<file path="src/rtl/adc_spi_reader.sv">
// SPI master that periodically reads one 12-bit word from the force-sensor ADC.
// 16-bit frame, SCLK idles high, data sampled on SCLK rising edges.
module adc_spi_reader #(
    parameter int CLK_DIV       = 2,
    parameter int CS_SETUP      = 2,
    parameter int SAMPLE_PERIOD = 1000
) (
    input  logic        clk,
    input  logic        rst,
    input  logic        enable,
    input  logic        adc_miso,
    output logic        adc_sclk,
    output logic        adc_cs_n,
    output logic [11:0] data_out,
    output logic        new_data,
    output logic        frame_err,
    output logic        busy,
    output logic        overrun
);

    localparam int CMAX = (CLK_DIV > CS_SETUP) ? CLK_DIV : CS_SETUP;
    localparam int CW   = $clog2(CMAX) + 1;
    localparam int TW   = $clog2(SAMPLE_PERIOD);

    localparam logic [CW-1:0] DIV_LAST   = CW'(CLK_DIV - 1);
    localparam logic [CW-1:0] SETUP_LAST = CW'(CS_SETUP - 1);
    localparam logic [TW-1:0] TMR_LAST   = TW'(SAMPLE_PERIOD - 1);

    typedef enum logic [1:0] {
        IDLE,
        SETUP,
        SHIFT,
        HOLD
    } state_t;

    state_t        state, state_n;
    logic [CW-1:0] cnt, cnt_n;
    logic [3:0]    bit_cnt, bit_n;
    logic [15:0]   shift_q, shift_n;
    logic [TW-1:0] timer;
    logic          tick;

    logic          sclk_n, cs_n_n, new_n, err_n, busy_n, ovr_n;
    logic [11:0]   data_n;

    assign tick = enable && (timer == '0);

    always_ff @(posedge clk) begin
        if (rst || !enable) begin
            timer <= '0;
        end else if (timer == TMR_LAST) begin
            timer <= '0;
        end else begin
            timer <= timer + 1'b1;
        end
    end

    always_comb begin
        state_n = state;
        cnt_n   = cnt;
        bit_n   = bit_cnt;
        shift_n = shift_q;
        sclk_n  = adc_sclk;
        cs_n_n  = adc_cs_n;
        data_n  = data_out;
        err_n   = frame_err;
        new_n   = 1'b0;
        ovr_n   = tick && (state != IDLE);

        unique case (state)
            IDLE: begin
                sclk_n = 1'b1;
                cs_n_n = 1'b1;
                if (tick) begin
                    state_n = SETUP;
                    cs_n_n  = 1'b0;
                    cnt_n   = '0;
                end
            end
            SETUP: begin
                if (cnt == SETUP_LAST) begin
                    state_n = SHIFT;
                    sclk_n  = 1'b0;
                    cnt_n   = '0;
                    bit_n   = '0;
                end else begin
                    cnt_n = cnt + 1'b1;
                end
            end
            SHIFT: begin
                if (cnt != DIV_LAST) begin
                    cnt_n = cnt + 1'b1;
                end else begin
                    cnt_n = '0;
                    // sample on the rising edge, leave after the 16th high half
                    if (!adc_sclk) begin
                        sclk_n  = 1'b1;
                        shift_n = {shift_q[14:0], adc_miso};
                    end else if (bit_cnt == 4'd15) begin
                        state_n = HOLD;
                    end else begin
                        sclk_n = 1'b0;
                        bit_n  = bit_cnt + 4'd1;
                    end
                end
            end
            HOLD: begin
                if (cnt != DIV_LAST) begin
                    cnt_n = cnt + 1'b1;
                end else begin
                    state_n = IDLE;
                    cnt_n   = '0;
                    cs_n_n  = 1'b1;
                    data_n  = shift_q[11:0];
                    err_n   = |shift_q[15:12];
                    new_n   = 1'b1;
                end
            end
            default: state_n = IDLE;
        endcase

        busy_n = (state_n != IDLE);
    end

    always_ff @(posedge clk) begin
        if (rst) begin
            state     <= IDLE;
            cnt       <= '0;
            bit_cnt   <= '0;
            shift_q   <= '0;
            adc_sclk  <= 1'b1;
            adc_cs_n  <= 1'b1;
            data_out  <= '0;
            frame_err <= 1'b0;
            new_data  <= 1'b0;
            busy      <= 1'b0;
            overrun   <= 1'b0;
        end else begin
            state     <= state_n;
            cnt       <= cnt_n;
            bit_cnt   <= bit_n;
            shift_q   <= shift_n;
            adc_sclk  <= sclk_n;
            adc_cs_n  <= cs_n_n;
            data_out  <= data_n;
            frame_err <= err_n;
            new_data  <= new_n;
            busy      <= busy_n;
            overrun   <= ovr_n;
        end
    end

endmodule
</file>
<file path="config.mk">
export PLATFORM = sky130hd
export DESIGN_NAME = adc_spi_reader
export DESIGN_NICKNAME = d
export VERILOG_FILES = /design/src/rtl/adc_spi_reader.sv
export SDC_FILE = /design/constraint.sdc
export NUM_CORES = 1
export LEC_CHECK = 0
export ABC_CLOCK_PERIOD_IN_PS = 1600
export CAP_MARGIN = 25
export CORE_UTILIZATION = 55
export DETAILED_ROUTE_END_ITERATION = 16
export GPL_TIMING_DRIVEN = 0
export PLACE_DENSITY = 0.78
export SYNTH_ARGS = -nofsm -noshare
export SYNTH_HDL_FRONTEND = slang
export SYNTH_SLANG_ARGS = --single-unit
</file>
<file path="constraint.sdc">
create_clock -name clk -period 1.6 [get_ports clk]
set_input_delay 0.16 -clock clk [delete_from_list [all_inputs] [get_ports clk]]
set_output_delay 0.16 -clock clk [all_outputs]
set_load 0.03 [all_outputs]
</file>
==> impl_metrics.env <==
export IMPL_worst_slack_ps=105.2
export IMPL_non_filler_instances=298
export IMPL_final_min_clock_period_ps=1495
export IMPL_whs_ps=419.2
export IMPL_cts_hold_buffers_added=0
export IMPL_first_global_vias=1465
export IMPL_critical_path_slowest_cell="sky130_fd_sc_hd__clkdlybuf4s50_1"
export IMPL_drive_gt1_share_pct=9.127
export IMPL_sequential_area_share_after_synthesis_pct=51.23
export IMPL_grt_antenna_before_repair=0
export IMPL_ys_ff_latch=52
export IMPL_clock_sink_count=52
export IMPL_holdCritPathClass="input pin to register"
export IMPL_grt_total_usage_pct=20.25
export IMPL_worst_setup_path_start_kind="register"
export IMPL_final_setup_violating_endpoints=0
export IMPL_cp_end_kind="primary output"
export IMPL_post_cts_resized=1
export IMPL_total_leakage_power_nw=0.8522
export IMPL_path_cells="clkdlybuf4s50_1"
export IMPL_die_x_um=62.78
export IMPL_stdcell_area_mm2=0.002430
export IMPL_final_period_utilization_pct=93.42
export IMPL_grt_first_pass_wirelength_mm=6.223
export IMPL_synth_top_flop_cell="sky130_fd_sc_hd__dfxtp_1"
export IMPL_crit_family="buffers and inverters"
export IMPL_unique_masters_post_synth=38
export IMPL_cts_tree="yes"
export IMPL_worst_ep_arrival_time_ps=1330
export IMPL_cts_max_level=2
export IMPL_multi_input_comb_area_um2=927.1
export IMPL_floorplan_core_area_mm2=0.003442
export IMPL_p_total_mw=2.342
export IMPL_max_freq_ghz=0.6690
export IMPL_globalplace_congestion=0.8573
export IMPL_design_die_area_mm2=0.003941
export IMPL_layout_cells_most_common="sky130_fd_sc_hd__dfxtp_1"
export IMPL_cts_setup_buffers=0
export IMPL_place_port_buffers=21
export IMPL_vias_per_cell=5.530
export IMPL_start_util_pct=59.03
export IMPL_clk_pin_slew_worst_paths_ps=90
export IMPL_drt_first_pass_iters=6
export IMPL_insertedDiodeCount=0
export IMPL_synthesis_yosys_warnings=0
export IMPL_maxSlewHeadroom_pct=69.49
export IMPL_final_antenna_net_count=0
export IMPL_synth_cells=223
export IMPL_num_fill_cells=273
export IMPL_totalWireLength_mm=3.645
export IMPL_placementRows=21
export IMPL_drv_cap=0
export IMPL_max_vdd_ir_drop_mv=0.6345
export IMPL_cp_slowest_stage_delay_ps=680
export IMPL_grt_start_max_net_pins=16
export IMPL_hpwl_after_detailed_placement_mm=2.559
export IMPL_timing_critical_path_buf_inv=1
export IMPL_worst_clock_skew_ps=6.572
export IMPL_mappedNetlistArea_mm2=0.002032
export IMPL_syn2layout_area_growth_pct=19.58
export IMPL_cts_root_buf="sky130_fd_sc_hd__clkbuf_8"
export IMPL_place_worst_setup_slack_ps=-149.5
export IMPL_synthArstFlopShare_pct=0
export IMPL_1st_iter_drt_viols=141
export IMPL_synth_fp_nets=230
export IMPL_postPlaceCellArea_mm2=0.002300
export IMPL_tritoncts_num_buffers=5
export IMPL_crit_fanout=2
export IMPL_grt_remaining_overflow=0
export IMPL_dieHeight_um=62.78
export IMPL_final_nets=258
export IMPL_number_of_flops_mapped_to_enable_cells_by_yosys=0
export IMPL_maxSlewViolCount=0
export IMPL_cts_root_to_sink_buffers=2
export IMPL_power_density_cell_area_mw_per_mm2=963.7
export IMPL_residual_drc=0
export IMPL_sequential_cell_area_mm2=0.001042
export IMPL_final_cell_mix="sky130_fd_sc_hd__dfxtp_1, sky130_fd_sc_hd__nand2_1, sky130_fd_sc_hd__a21oi_1"
export IMPL_worst_skew_pair_late_latency_ps=300
export IMPL_dr_total_vias=1648
export IMPL_io_pins=22
export IMPL_timing_worst_setup_path_type="register to primary output"
export IMPL_wl_per_cell_um=12.23
export IMPL_run_status="completed"
export IMPL_dp_cells=290
export IMPL_final_hold_vios=0
export IMPL_syn_avg_cell_area_um2=9.112
export IMPL_worst_ep_required_time_ps=1440
export IMPL_max_slew_worst_pin_slew_ps=457.6
export IMPL_grt_setup_unrepaired="false"
[cells in the mapped netlist (3+ instances only)]
| library cell | number | area (um2) |
|---|---|---|
| sky130_fd_sc_hd__nand2b_1 | 3 | 18.77 |
| sky130_fd_sc_hd__or4_1 | 3 | 22.52 |
| sky130_fd_sc_hd__nor2_1 | 14 | 52.55 |
| sky130_fd_sc_hd__xor2_1 | 5 | 43.79 |
| sky130_fd_sc_hd__o31ai_1 | 3 | 22.52 |
| sky130_fd_sc_hd__clkbuf_1 | 4 | 15.01 |
| sky130_fd_sc_hd__ha_1 | 3 | 37.54 |
| sky130_fd_sc_hd__nand3_1 | 10 | 50.05 |
| sky130_fd_sc_hd__buf_4 | 3 | 22.52 |
| sky130_fd_sc_hd__a21oi_1 | 24 | 120.1 |
| sky130_fd_sc_hd__o21ai_0 | 4 | 20.02 |
| sky130_fd_sc_hd__a22o_1 | 13 | 113.9 |
| sky130_fd_sc_hd__dfxtp_1 | 52 | 1041 |
| sky130_fd_sc_hd__inv_1 | 4 | 15.01 |
| sky130_fd_sc_hd__nand2_1 | 41 | 153.9 |
| sky130_fd_sc_hd__buf_2 | 4 | 20.02 |
| sky130_fd_sc_hd__nor3_1 | 4 | 20.02 |
[power by group]
group / internal [mW] / switching [mW]
clock network: 0.464 / 0.393
logic: 0.0608 / 0.0994
registers: 1.31 / 0.0146
total: 1.83 / 0.507
[per-layer routing]
| layer | global-route usage, % | share of wire, % |
|---|---|---|
| met4 | 14.24 | 1.4 |
| met2 | 30.98 | 46 |
| met5 | 0 | 0 |
| met1 | 24.31 | 48 |
| met3 | 5.839 | 4.3 |
[kinds of logic (layout without fill, tap and decap cells)]
logic type	count (synthesis)	in the layout	synth area share [%]
and+or+nand+nor	94	94	23.03
AOI/OAI and AO/OA	52	52	17.18
adders and majority gates	3	3	1.847
DFF	52	52	51.23
buffers and inverters	16	45	4.125
xor gates and xnor gates	6	6	2.586
[stage by stage]
step	utilization, %	setup TNS [ps]
2_1_floorplan	-	0
6_report	70.59	0
5_1_grt	70.59	0
4_1_cts	69.90	0
3_3_place_gp	66.81	-3255
3_5_place_dp	66.81	-3589
[worst paths after layout]
kind | startpoint | end | slack (ps) | depth (start not counted)
setup / recovery | data_out[2]$_SDFFE_PP0P_ | data_out[2] | 110 | 1
hold / removal | adc_miso | shift_q[0]$_SDFFE_PP0P_ | 420 | 3
setup reg to reg | timer[0]$_SDFF_PP0_ | cnt[1]$_SDFFE_PP0P_ | 140 | 6
hold reg to reg | shift_q[2]$_SDFFE_PP0P_ | shift_q[3]$_SDFFE_PP0P_ | 470 | 2
[sequential cells by signal (all words and copies together), names as in the netlist]
name / cells
frame_err: 1
overrun: 1
adc_cs_n: 1
bit_cnt: 4
data_out: 12
cnt: 2
timer: 10
new_data: 1
adc_sclk: 1
state: 2
busy: 1
shift_q: 16
[area by class of cell]
class,count,share of cell area (%)
sequential,52,42.89
multi-input combinational,155,38.16
timing repair buffer,21,8.599
clock buffer,6,2.987
buffer,12,2.935
tap,46,2.369
clock inverter,2,1.442
inverter,4,0.6179
No activity file was read; power rests on OpenSTA's default activity.
